===== src/rtl/mbus_rx_msg_buffer.sv =====
// Assembles MBus RX words into whole messages; RX_ACK follows REQ/FAIL by 1 cycle, MSG_VALID rises 1 cycle after the final word.
// Never stalls the bus: words that do not fit are acked and the message is dropped; MSG_READY low holds the head word.
module mbus_rx_msg_buffer #(
  parameter int DEPTH     = 16,
  parameter int HDR_DEPTH = 4,
  localparam int AW = $clog2(DEPTH),
  localparam int LW = AW + 1
) (
  input  logic          CLK,
  input  logic          RESET,
  input  logic [31:0]   RX_ADDR,
  input  logic [31:0]   RX_DATA,
  input  logic          RX_REQ,
  input  logic          RX_PEND,
  input  logic          RX_FAIL,
  input  logic          RX_BROADCAST,
  output logic          RX_ACK,
  output logic [31:0]   MSG_DATA,
  output logic          MSG_VALID,
  input  logic          MSG_READY,
  output logic          MSG_LAST,
  output logic [31:0]   MSG_ADDR,
  output logic          MSG_BCAST,
  output logic [LW-1:0] MSG_LEN,
  output logic [7:0]    DROP_CNT,
  output logic          OVERFLOW
);

  localparam int HAW = (HDR_DEPTH > 1) ? $clog2(HDR_DEPTH) : 1;
  localparam logic [AW:0]  DEPTH_L = LW'(DEPTH);
  localparam logic [HAW:0] HDR_L   = (HAW + 1)'(HDR_DEPTH);

  typedef enum logic [1:0] {IDLE, WORD_ACK, FAIL_ACK} state_t;

  typedef struct packed {
    logic [31:0]   addr;
    logic          bcast;
    logic [LW-1:0] len;
  } hdr_t;

  state_t state, state_nxt;
  logic   cap, fail_start;

  logic [32:0] dmem [DEPTH];
  hdr_t        hmem [2**HAW];

  logic [AW:0]   wr_ptr, commit_ptr, rd_ptr;
  logic [HAW:0]  hwr_ptr, hrd_ptr;
  logic [LW-1:0] cur_len;
  logic [31:0]   cur_addr;
  logic          cur_bcast;
  logic          first;
  logic          discard;

  logic [AW:0]   used;
  logic          data_free, hdr_full;
  logic [LW-1:0] len_base, len_new;
  logic          disc_base, disc_now;
  logic          do_write, msg_end, do_commit, do_rollback, do_drop;
  logic [31:0]   hdr_addr;
  logic          hdr_bcast;
  logic [32:0]   head_word;
  hdr_t          head_hdr;
  logic          pop, hdr_pop;

  always_ff @(posedge CLK) begin
    if (RESET) state <= IDLE;
    else       state <= state_nxt;
  end

  // FAIL outranks REQ when both are seen in IDLE
  always_comb begin
    state_nxt  = state;
    cap        = 1'b0;
    fail_start = 1'b0;
    case (state)
      IDLE: begin
        if (RX_FAIL) begin
          state_nxt  = FAIL_ACK;
          fail_start = 1'b1;
        end else if (RX_REQ) begin
          state_nxt = WORD_ACK;
          cap       = 1'b1;
        end
      end
      WORD_ACK: if (!RX_REQ)  state_nxt = IDLE;
      FAIL_ACK: if (!RX_FAIL) state_nxt = IDLE;
      default:  state_nxt = IDLE;
    endcase
  end

  assign RX_ACK = (state == WORD_ACK) || (state == FAIL_ACK);

  // Occupancy is judged before any same-cycle pop, so a word is never raced out
  assign used      = wr_ptr - rd_ptr;
  assign data_free = (used != DEPTH_L);
  assign hdr_full  = ((hwr_ptr - hrd_ptr) == HDR_L);

  assign len_base  = first ? '0 : cur_len;
  assign disc_base = first ? 1'b0 : discard;
  assign len_new   = len_base + LW'(1);
  assign disc_now  = disc_base || !data_free;

  assign do_write    = cap && !disc_base && data_free;
  assign msg_end     = cap && !RX_PEND;
  assign do_commit   = msg_end && !disc_now && !hdr_full;
  assign do_rollback = msg_end && !do_commit;
  assign do_drop     = do_rollback || fail_start;

  assign hdr_addr  = first ? RX_ADDR : cur_addr;
  assign hdr_bcast = first ? RX_BROADCAST : cur_bcast;

  assign head_word = dmem[rd_ptr[AW-1:0]];
  assign head_hdr  = hmem[hrd_ptr[HAW-1:0]];
  assign MSG_VALID = (commit_ptr != rd_ptr);
  assign pop       = MSG_VALID && MSG_READY;
  assign hdr_pop   = pop && head_word[32];

  // Storage arrays carry no reset; outputs are masked while nothing is committed
  assign MSG_DATA  = MSG_VALID ? head_word[31:0] : '0;
  assign MSG_LAST  = MSG_VALID ? head_word[32]   : 1'b0;
  assign MSG_ADDR  = MSG_VALID ? head_hdr.addr   : '0;
  assign MSG_BCAST = MSG_VALID ? head_hdr.bcast  : 1'b0;
  assign MSG_LEN   = MSG_VALID ? head_hdr.len    : '0;

  always_ff @(posedge CLK) begin
    if (!RESET && do_write)  dmem[wr_ptr[AW-1:0]] <= {~RX_PEND, RX_DATA};
    if (!RESET && do_commit) hmem[hwr_ptr[HAW-1:0]] <= '{addr: hdr_addr, bcast: hdr_bcast, len: len_new};
  end

  always_ff @(posedge CLK) begin
    if (RESET) begin
      wr_ptr     <= '0;
      commit_ptr <= '0;
      rd_ptr     <= '0;
      hwr_ptr    <= '0;
      hrd_ptr    <= '0;
      cur_len    <= '0;
      cur_addr   <= '0;
      cur_bcast  <= 1'b0;
      first      <= 1'b1;
      discard    <= 1'b0;
      DROP_CNT   <= '0;
      OVERFLOW   <= 1'b0;
    end else begin
      if (cap) begin
        if (first) begin
          cur_addr  <= RX_ADDR;
          cur_bcast <= RX_BROADCAST;
        end
        cur_len <= do_write ? len_new : len_base;
        discard <= disc_now;
        first   <= !RX_PEND;
      end
      if (fail_start) begin
        first   <= 1'b1;
        discard <= 1'b0;
      end

      // Abandoned partial messages vanish by snapping wr_ptr back to the commit point
      if (fail_start || do_rollback) wr_ptr <= commit_ptr;
      else if (do_write)             wr_ptr <= wr_ptr + 1'b1;

      if (do_commit) begin
        commit_ptr <= wr_ptr + 1'b1;
        hwr_ptr    <= hwr_ptr + 1'b1;
      end
      if (pop)     rd_ptr  <= rd_ptr + 1'b1;
      if (hdr_pop) hrd_ptr <= hrd_ptr + 1'b1;

      if (do_drop && DROP_CNT != 8'hFF) DROP_CNT <= DROP_CNT + 8'd1;
      if (do_rollback)                  OVERFLOW <= 1'b1;
    end
  end

endmodule

===== config.mk =====
export PLATFORM = sky130hd
export DESIGN_NAME = mbus_rx_msg_buffer
export DESIGN_NICKNAME = d
export VERILOG_FILES = /design/src/rtl/mbus_rx_msg_buffer.sv
export SDC_FILE = /design/constraint.sdc
export NUM_CORES = 1
export LEC_CHECK = 0
export CORE_MARGIN = 4
export CORE_UTILIZATION = 40
export DETAILED_ROUTE_END_ITERATION = 7
export GPL_TIMING_DRIVEN = 0
export MAX_ROUTING_LAYER = met4
export PLACE_DENSITY_LB_ADDON = 0.05
export SLEW_MARGIN = 20
export SYNTH_ARGS = -nofsm -noshare
export SYNTH_HDL_FRONTEND = slang
export SYNTH_SLANG_ARGS = --single-unit

===== constraint.sdc =====
create_clock -name CLK -period 3.4 [get_ports CLK]
set_input_delay 0.34 -clock CLK [delete_from_list [all_inputs] [get_ports CLK]]
set_output_delay 0.34 -clock CLK [all_outputs]
set_load 0.02 [all_outputs]

# Word level (Yosys, flattened, before mapping)
# Memories as Yosys holds them, arrays and structs flattened. A register that Yosys moved wholly into a read port is not among the register bits.
# Index checks and enable logic that the tools add are counted.
word_totals:
  reg_bits: 72
  mem_bits_rw: 680
  n_memories: 2
  word_cells: 88
  output_inout_bits: 82
classes:
  reduce_logical: 25
  n_mux: 30
  addsub: 8
  n_eq_ne: 9
  bitwise_logic: 1
memory_table:
  columns: ["memory", "words", "word_bits", "read_ports", "rd_ports_with_merged_regs", "wr", "line_no", "source"]
  rows:
  - ["dmem", 16, 33, 1, 1, 1, "44", "logic [32:0] dmem [DEPTH];"]
  - ["hmem", 4, 38, 1, 1, 1, "45", "hdr_t hmem [2**HAW];"]
op_table:
  columns: ["operator", "n"]
  rows:
  - ["$mux W32", 3]
  - ["$mux W5", 5]
  - ["$add A5 B1 Y5 const B", 3]
  - ["$mux W1", 13]
  - ["$mux W2", 6]
  - ["$logic_and A1 B1 Y1", 11]
  - ["$add A8 B1 Y8 const B", 1]
  - ["$mux W4", 2]
  - ["$ne A8 B8 Y1 const B", 1]
  - ["$logic_not A1 Y1", 7]
  - ["$add A3 B1 Y3 const B", 2]
  - ["$pmux W2 S3", 1]
  - ["$ne A5 B5 Y1", 1]
  - ["$ne A5 B5 Y1 const B", 1]
  - ["$sub A5 B5 Y5", 1]
  - ["$ne A2 B2 Y1 const B", 2]
  - ["$eq A3 B3 Y1 const B", 1]
  - ["$logic_or A1 B1 Y1", 3]
  - ["$ne A3 B3 Y1 const B", 1]
  - ["$reduce_and A3 Y1", 1]
  - ["$sub A3 B3 Y3", 1]
  - ["$eq A2 B1 Y1 const B", 1]
  - ["$eq A2 B2 Y1 const B", 1]
  - ["$logic_not A2 Y1", 1]
  - ["3 further kinds", 3]

# Logic depth before layout (Yosys ltp)
# Gate-level depths: netlist of the first run.
depth:
  word_depth: 11
  mapped_depth: 12
  depth_no_buf: 8

# Least setup slack after synthesis of the first run
# Ideal clock, no wire load.
synth_timing:
  path_type: "reg-to-reg"
  from: "register wr_ptr[0]"
  to: "memory hmem[0][0] (netlist name), enable pin"
  path_stages_with_launch: 10
  setup_slack_ps: 182
  t_arrival_ps: 2819
  path_cell_list: "dfxtp_1 -> inv_1 -> ha_1 -> nor2b_1 -> a21o_1 -> and4_2 -> buf_2 -> nor3_4 -> buf_4 -> and3_1"
synth_between:
  elab_chain_len: 10
synth_rtl:
  columns: ["item", "line_no", "source"]
  rows:
  - ["start: declaration", "47", "logic [AW:0] wr_ptr, commit_ptr, rd_ptr;"]
  - ["start signal: assignment", "161", "if (fail_start || do_rollback) wr_ptr <= commit_ptr;"]
  - ["start signal: assignment", "162", "else if (do_write) wr_ptr <= wr_ptr + 1'b1;"]
  - ["$sub A5 B5 Y5", "95", "assign used = wr_ptr - rd_ptr;"]
  - ["$ne A5 B5 Y1", "96", "assign data_free = (used != DEPTH_L);"]
  - ["$logic_not A1 Y1", "102", "assign disc_now = disc_base || !data_free;"]
  - ["$logic_or A1 B1 Y1", "102", null]
  - ["$logic_not A1 Y1", "106", "assign do_commit = msg_end && !disc_now && !hdr_full;"]
  - ["$logic_and A1 B1 Y1 (2 in a row)", "106", null]
  - ["$logic_and A1 B1 Y1", "128", "if (!RESET && do_commit) hmem[hwr_ptr[HAW-1:0]] <= '{addr: hdr_addr, bcast: hdr_bcast, len: len_new};"]
  - ["$mux W1", "128", null]
  - ["$mux W1 (implied by the code)", "128", null]
  - ["end: declaration", "45", null]
# No other way between the ends.

==> impl_metrics.tcl, run 1 <==
set metrics [dict create \
    status "complete, no violations" \
    leakage_nw 11.51 \
    min_path_type "register to register" \
    fin_skew_ns 0.01403 \
    die_h_um 281.2 \
    synth_fp_nets 1584 \
    syn_area_per_cell_um2 20.01 \
    reg2regPathDepth 9 \
    reg2reg_from "rd_ptr[3]" \
    grt_pass1_wl_um 105500 \
    drc 0 \
    synthArstFlopShare 0 \
    rsz0062_at_grt "yes" \
    path_max_fanout 7 \
    drive_above_1_share 0.2765 \
    ir_drop_v 0.0004042 \
    dr.pass1.iters 5 \
    rrSetupSlack_ns 0.16 \
    die_w_um 281.2 \
    area_growth_pct 21.09 \
    cp_data_required_time_ns 3.06 \
    crit_buf_inv 6 \
    ys_ff_latch 758 \
    numCtsBuffers 83 \
    period_share 0.9712 \
    dieArea_um2 79060 \
    hp-start "OVERFLOW" \
    vias 15018 \
    min_path_cells 2 \
    ioPinCount 153 \
    grt_max_degree 39 \
    row_count 99 \
    via_per_inst 5.375 \
    synth_seq_area_share 0.7364 \
    start_util 0.4064 \
    fin_hold_ws_ns 0.4709 \
    cp.arrival_ns 2.96 \
    worstSetupStartpointType "register" \
    slew_headroom 0.4370 \
    regArea_um2 21980 \
    r2r_end "dmem[3][17]" \
    track_usage 0.1901 \
    worstSetupEndpointType "primary output" \
    cts_tree "built" \
    ys_warn_count 0 \
    wl_per_cell_um 26.84 \
    port_buffers 151 \
    fin_setup_tns_ns 0 \
    power-per-cell-area_nw_per_um2 642.5 \
    routed.top_layer "met4" \
    syn_inst 1492 \
    grt_pass1_vias 15579 \
    cts_max_level 3 \
    drt-total-wl_um 74980 \
    cts_root_buf "clkbuf_16" \
    multiInputGateArea_um2 7552 \
    path_cells "buf_6, buf_4, buf_12, buf_16, buf_4, mux4_2, mux4_2, and2_1, buf_2" \
    slew_violations 0 \
    crit_type "register to primary output" \
    place.gp.congestion 0.7381 \
    dr.first_iter.drc_count 1034 \
    clock_latency_ns 0.63 \
    hold_end "OVERFLOW" \
    fin_nets 1867 \
    postRouteAntennaNets 0 \
    cts_buffer_depth 3 \
    wl_met3_um 3769 \
    fillers 6139 \
    synth-edff-count 680 \
    ys_types 57 \
    dp_hpwl_um 41740 \
    final_common_cell "edfxtp_1" \
    grt_overflow 0 \
    cts_sinks 758 \
    max_freq_ghz 0.3028 \
    tightest_slew_ns 0.8428 \
    drv_cap 0 \
    wl_met1_um 31940 \
    final_cell_mix "edfxtp_1 (680), mux4_2 (203), clkdlybuf4s50_1 (118)" \
    cts.clk_slew.worst_paths_ns 0.06 \
    utilization 0.4921 \
    synthesis.area_um2 29850 \
    hold_violations 0 \
    crit_family "multiplexers" \
    slowest_stage "mux4_2" \
    grt_antenna_before_repair 5 \
    core_um2 73450 \
    finalSetupViolCount 0 \
    wl_met2_um 37820 \
    finalCriticalPeriod_ns 3.302 \
    cpPeakStageDelay_ns 0.51 \
    synthFlopType "edfxtp_1" \
]
[routing by layer]
metal	vias to the layer above	track usage
met4	0	0.04184
li1	6629	-
met5	-	-
met3	112	0.03472
met2	364	0.3154
met1	7913	0.2475
[worst max-delay path by stage]
stage	endpoint	slack, ns	depth (start not counted)
final	MSG_DATA[30]	0.1	9
after global routing	MSG_DATA[30]	-0.04	9
after CTS	MSG_DATA[27]	-0.06	8
after detailed placement	MSG_DATA[13]	-0.54	6
after global placement	dmem[10][19]	-1.25	7
after floorplan	hmem[0][0]	0.18	9
[power by group]
part / switching, W / internal (W)
Combinational: 0.00232 / 0.00228
Clock: 0.00361 / 0.00466
Sequential: 0.0000681 / 0.0103
[flip-flops by register name (all words and copies together) (netlist names), 2 cells and up, named ones only]
signal	cells
dmem	528
hmem	152
cur_addr	32
DROP_CNT	8
commit_ptr	5
cur_len	5
rd_ptr	5
wr_ptr	5
hrd_ptr	3
hwr_ptr	3
state	2
[layout make-up]
cell class | count | share of cell area
buffer | 82 | 0.02236
clock inverter | 27 | 0.006265
tap | 959 | 0.03320
sequential | 758 | 0.6081
antenna | 5 | 0.0003462
clock buffer | 113 | 0.06141
inverter | 19 | 0.001973
multi-input combinational | 639 | 0.2089
timing repair buffer | 192 | 0.05739
[repair_timing]
item,in CTS,in global routing
setup endpoints to repair,337,416
hold buffers,1,0
hold endpoints to repair,1,0
setup buffers,7,21
gates resized for setup,189,53
gates cloned,4,8
pin swaps,1,8
[logic make-up (layout without fill, tap and decap cells)]
family | Yosys count | after routing | synth area share
DFF | 758 | 758 | 0.7364
xor gates and xnor gates | 26 | 26 | 0.007629
muxes | 241 | 241 | 0.1673
adders and majority gates | 21 | 21 | 0.008802
buffers and inverters | 102 | 433 | 0.01664
and+or+nand+nor | 286 | 293 | 0.05017
AOI/OAI and AO/OA | 58 | 58 | 0.01308
other | 0 | 5 | 0
[Yosys cell counts (14+ instances only)]
cell | n | share of area
dfxtp_1 | 78 | 0.052
nand2_1 | 15 | 0.0019
inv_1 | 19 | 0.0024
xnor2_1 | 19 | 0.0056
buf_2 | 16 | 0.0027
mux2_2 | 33 | 0.012
and3_1 | 18 | 0.0038
mux4_2 | 203 | 0.15
and2_1 | 71 | 0.015
clkbuf_1 | 49 | 0.0062
edfxtp_1 | 680 | 0.68
a21oi_1 | 14 | 0.0023
nor2_1 | 100 | 0.013
ha_1 | 21 | 0.0088
nor3_1 | 35 | 0.0059
[worst reg2reg max path, delay by kind of cell, from the launching register on]
family                     cells  cell delay [ns]
AOI/OAI and AO/OA              1             0.20
and+or+nand+nor                4             1.20
DFF                            1             0.44
adders and majority gates      1             0.32
buffers and inverters          3             0.70
[per-stage QoR]
| step | total power [W] | cells | cell area, µm² | worst slack, ns |
|---|---|---|---|---|
| after global placement | 0.01475 | 2602 | 32560 | -1.246 |
| after floorplan | 0.01306 | 1492 | 29850 | 0.1817 |
| after CTS | 0.02338 | 2760 | 35790 | -0.05688 |
| final | 0.02322 | 2794 | 36150 | 0.09775 |
| after detailed placement | 0.01478 | 2609 | 32830 | -0.5406 |
| after global routing | 0.02419 | 2794 | 36150 | -0.03579 |
Power figures use the tool's default switching activity.
==> inputs of run 2 (changes only) <==
CTS_CLUSTER_SIZE = 10   (was not set)
==> impl_metrics.tcl, run 2 (synthesized netlist as in run 1, its figures left out) <==
set metrics [dict create \
    status "complete, no violations" \
    ir_drop_v 0.0003886 \
    setup_slack_ns 0.09468 \
    fin_skew_ns 0.01275 \
    via_per_inst 5.373 \
    finalCriticalPeriod_ns 3.305 \
    stdcell_count 2780 \
    cts.clk_slew.worst_paths_ns 0.05 \
    drv_cap 0 \
    tightest_slew_ns 0.8460 \
    die_h_um 281.2 \
    power-per-cell-area_nw_per_um2 647.8 \
    dieArea_um2 79060 \
    die_w_um 281.2 \
    grt_pass1_vias 15712 \
    worstSetupEndpointType "primary output" \
    rsz0062_at_grt "yes" \
    crit_buf_inv 7 \
    period_share 0.9722 \
    start_util 0.4064 \
    dp_cells 2609 \
    crit_type "register to primary output" \
    core_um2 73450 \
    wl_per_cell_um 26.98 \
    cts_tree "built" \
    place.gp.congestion 0.7381 \
    track_usage 0.1940 \
    drc 0 \
    vias 14938 \
    slew_violations 0 \
    path_max_fanout 5 \
    hold_violations 0 \
    place_ws_ns -0.5406 \
    slew_headroom 0.4360 \
    cp.arrival_ns 2.97 \
    clock_latency_ns 0.62 \
    path_cells "buf_6, buf_12, buf_16, buf_12, clkbuf_16, buf_4, mux4_2, mux4_2, and2_1, buf_2" \
    cts_sinks 758 \
    largest_reg_flops 528 \
    drt-total-wl_um 75010 \
    dr.first_iter.drc_count 1045 \
    postRouteAntennaNets 0 \
    crit_family "multiplexers" \
    numCtsBuffers 87 \
    fin_nets 1870 \
    worstSetupStartpointType "register" \
    totalPowerFinal_w 0.02342 \
    grt_overflow 0 \
    cp_data_required_time_ns 3.06 \
    cts_root_buf "clkbuf_16" \
    row_count 99 \
    max_freq_ghz 0.3025 \
    cts_buffer_depth 3 \
    grt_pass1_wl_um 107200 \
    final_common_cell "edfxtp_1" \
    port_buffers 151 \
    final_cell_mix "edfxtp_1 (680), mux4_2 (203), clkdlybuf4s50_1 (118)" \
    fillers 6110 \
    area_growth_pct 21.12 \
    dp_hpwl_um 41740 \
    grt_antenna_before_repair 5 \
    min_path_type "input port to register" \
    cpPeakStageDelay_ns 0.47 \
    fin_hold_ws_ns 0.04251 \
    dr.pass1.iters 5 \
    cts_max_level 3 \
    grt_max_degree 39 \
    slowest_stage "mux4_2" \
    leakage_nw 11.52 \
    drive_above_1_share 0.2759 \
    ioPinCount 153 \
    finalSetupViolCount 0 \
]
==> run 2: cell count changes in the layout (fill, tap and decap cells not counted), moves of 4 or more <==
cell           previous run  this run
buf_12                   19        14
dlygate4sd2_1             5         1
buf_16                   16        20
bufbuf_16                 0         4
clkbuf_2                 25        21
clkbuf_16                84        90
clkinv_1                 11         1
clkinv_2                  7         1
clkbuf_1                 46        51
buf_2                    23        30
buf_8                     4         0
==> run 2: worst register-to-register path, cell delays in order (launching register included) <==
cell and delay, ns:
dfxtp_1 0.43, inv_1 0.07, ha_1 0.32, nand2b_1 0.06
a21o_1 0.20, and4_2 0.23, buf_2 0.19, nor3_4 0.35
buf_6 0.21, and3_4 0.67
==> run 2: layer usage <==
metal / vias to the layer above / GRT usage / wire (µm)
met2: 332 / 0.3232 / 38080
met5: - / - / 0
met1: 7874 / 0.2524 / 31980
met3: 118 / 0.03007 / 3287
met4: 0 / 0.04886 / 1667
li1: 6614 / - / -
==> run 2: report_power, final <==
part | leakage [nW] | internal [W] | total, W | switching, W
combinational | 3.61 | 0.00250 | 0.00488 | 0.00238
sequential | 6.76 | 0.0103 | 0.0104 | 0.0000682
clock | 1.16 | 0.00471 | 0.00819 | 0.00347
==> run 2: worst paths after layout <==
kind / startpoint / endpoint / slack, ns / cells past startpoint
hold reg to reg: OVERFLOW / OVERFLOW / 0.47 / 2
setup reg to reg: rd_ptr[3] / dmem[6][24] / 0.24 / 9
hold / removal: RESET / discard / 0.04 / 2
setup / recovery: register / MSG_DATA[10] / 0.09 / 10
==> run 2: what timing repair did <==
action,4_1_cts,5_1_grt
buffers inserted,13,11
gates resized for setup,222,41
pin swaps,3,5
setup endpoints to repair,337,395
gates cloned,10,6
hold buffers,0,0
==> run 2: final cells by class <==
type	instances	area (µm²)	area share
inverters	19	71.32	0.001973
clock inverters	6	51.30	0.001419
multi-input cells	637	7523	0.2081
repair buffers	193	2136	0.05908
diodes	5	12.51	0.0003461
clock buffers	121	2336	0.06461
flip-flops and latches	758	21980	0.6080
plain buffers	82	842.1	0.02329
well taps	959	1200	0.03319
==> run 2: metrics by stage <==
stage | instance area, µm² | setup TNS, ns | utilization
2_1_floorplan | 29850 | 0 | -
3_3_place_gp | 32560 | -778.78 | 0.4433
3_5_place_dp | 32830 | -45.26 | 0.4470
4_1_cts | 35980 | -0.1372 | 0.4899
5_1_grt | 36150 | -0.01420 | 0.4922
6_report | 36150 | 0 | 0.4922
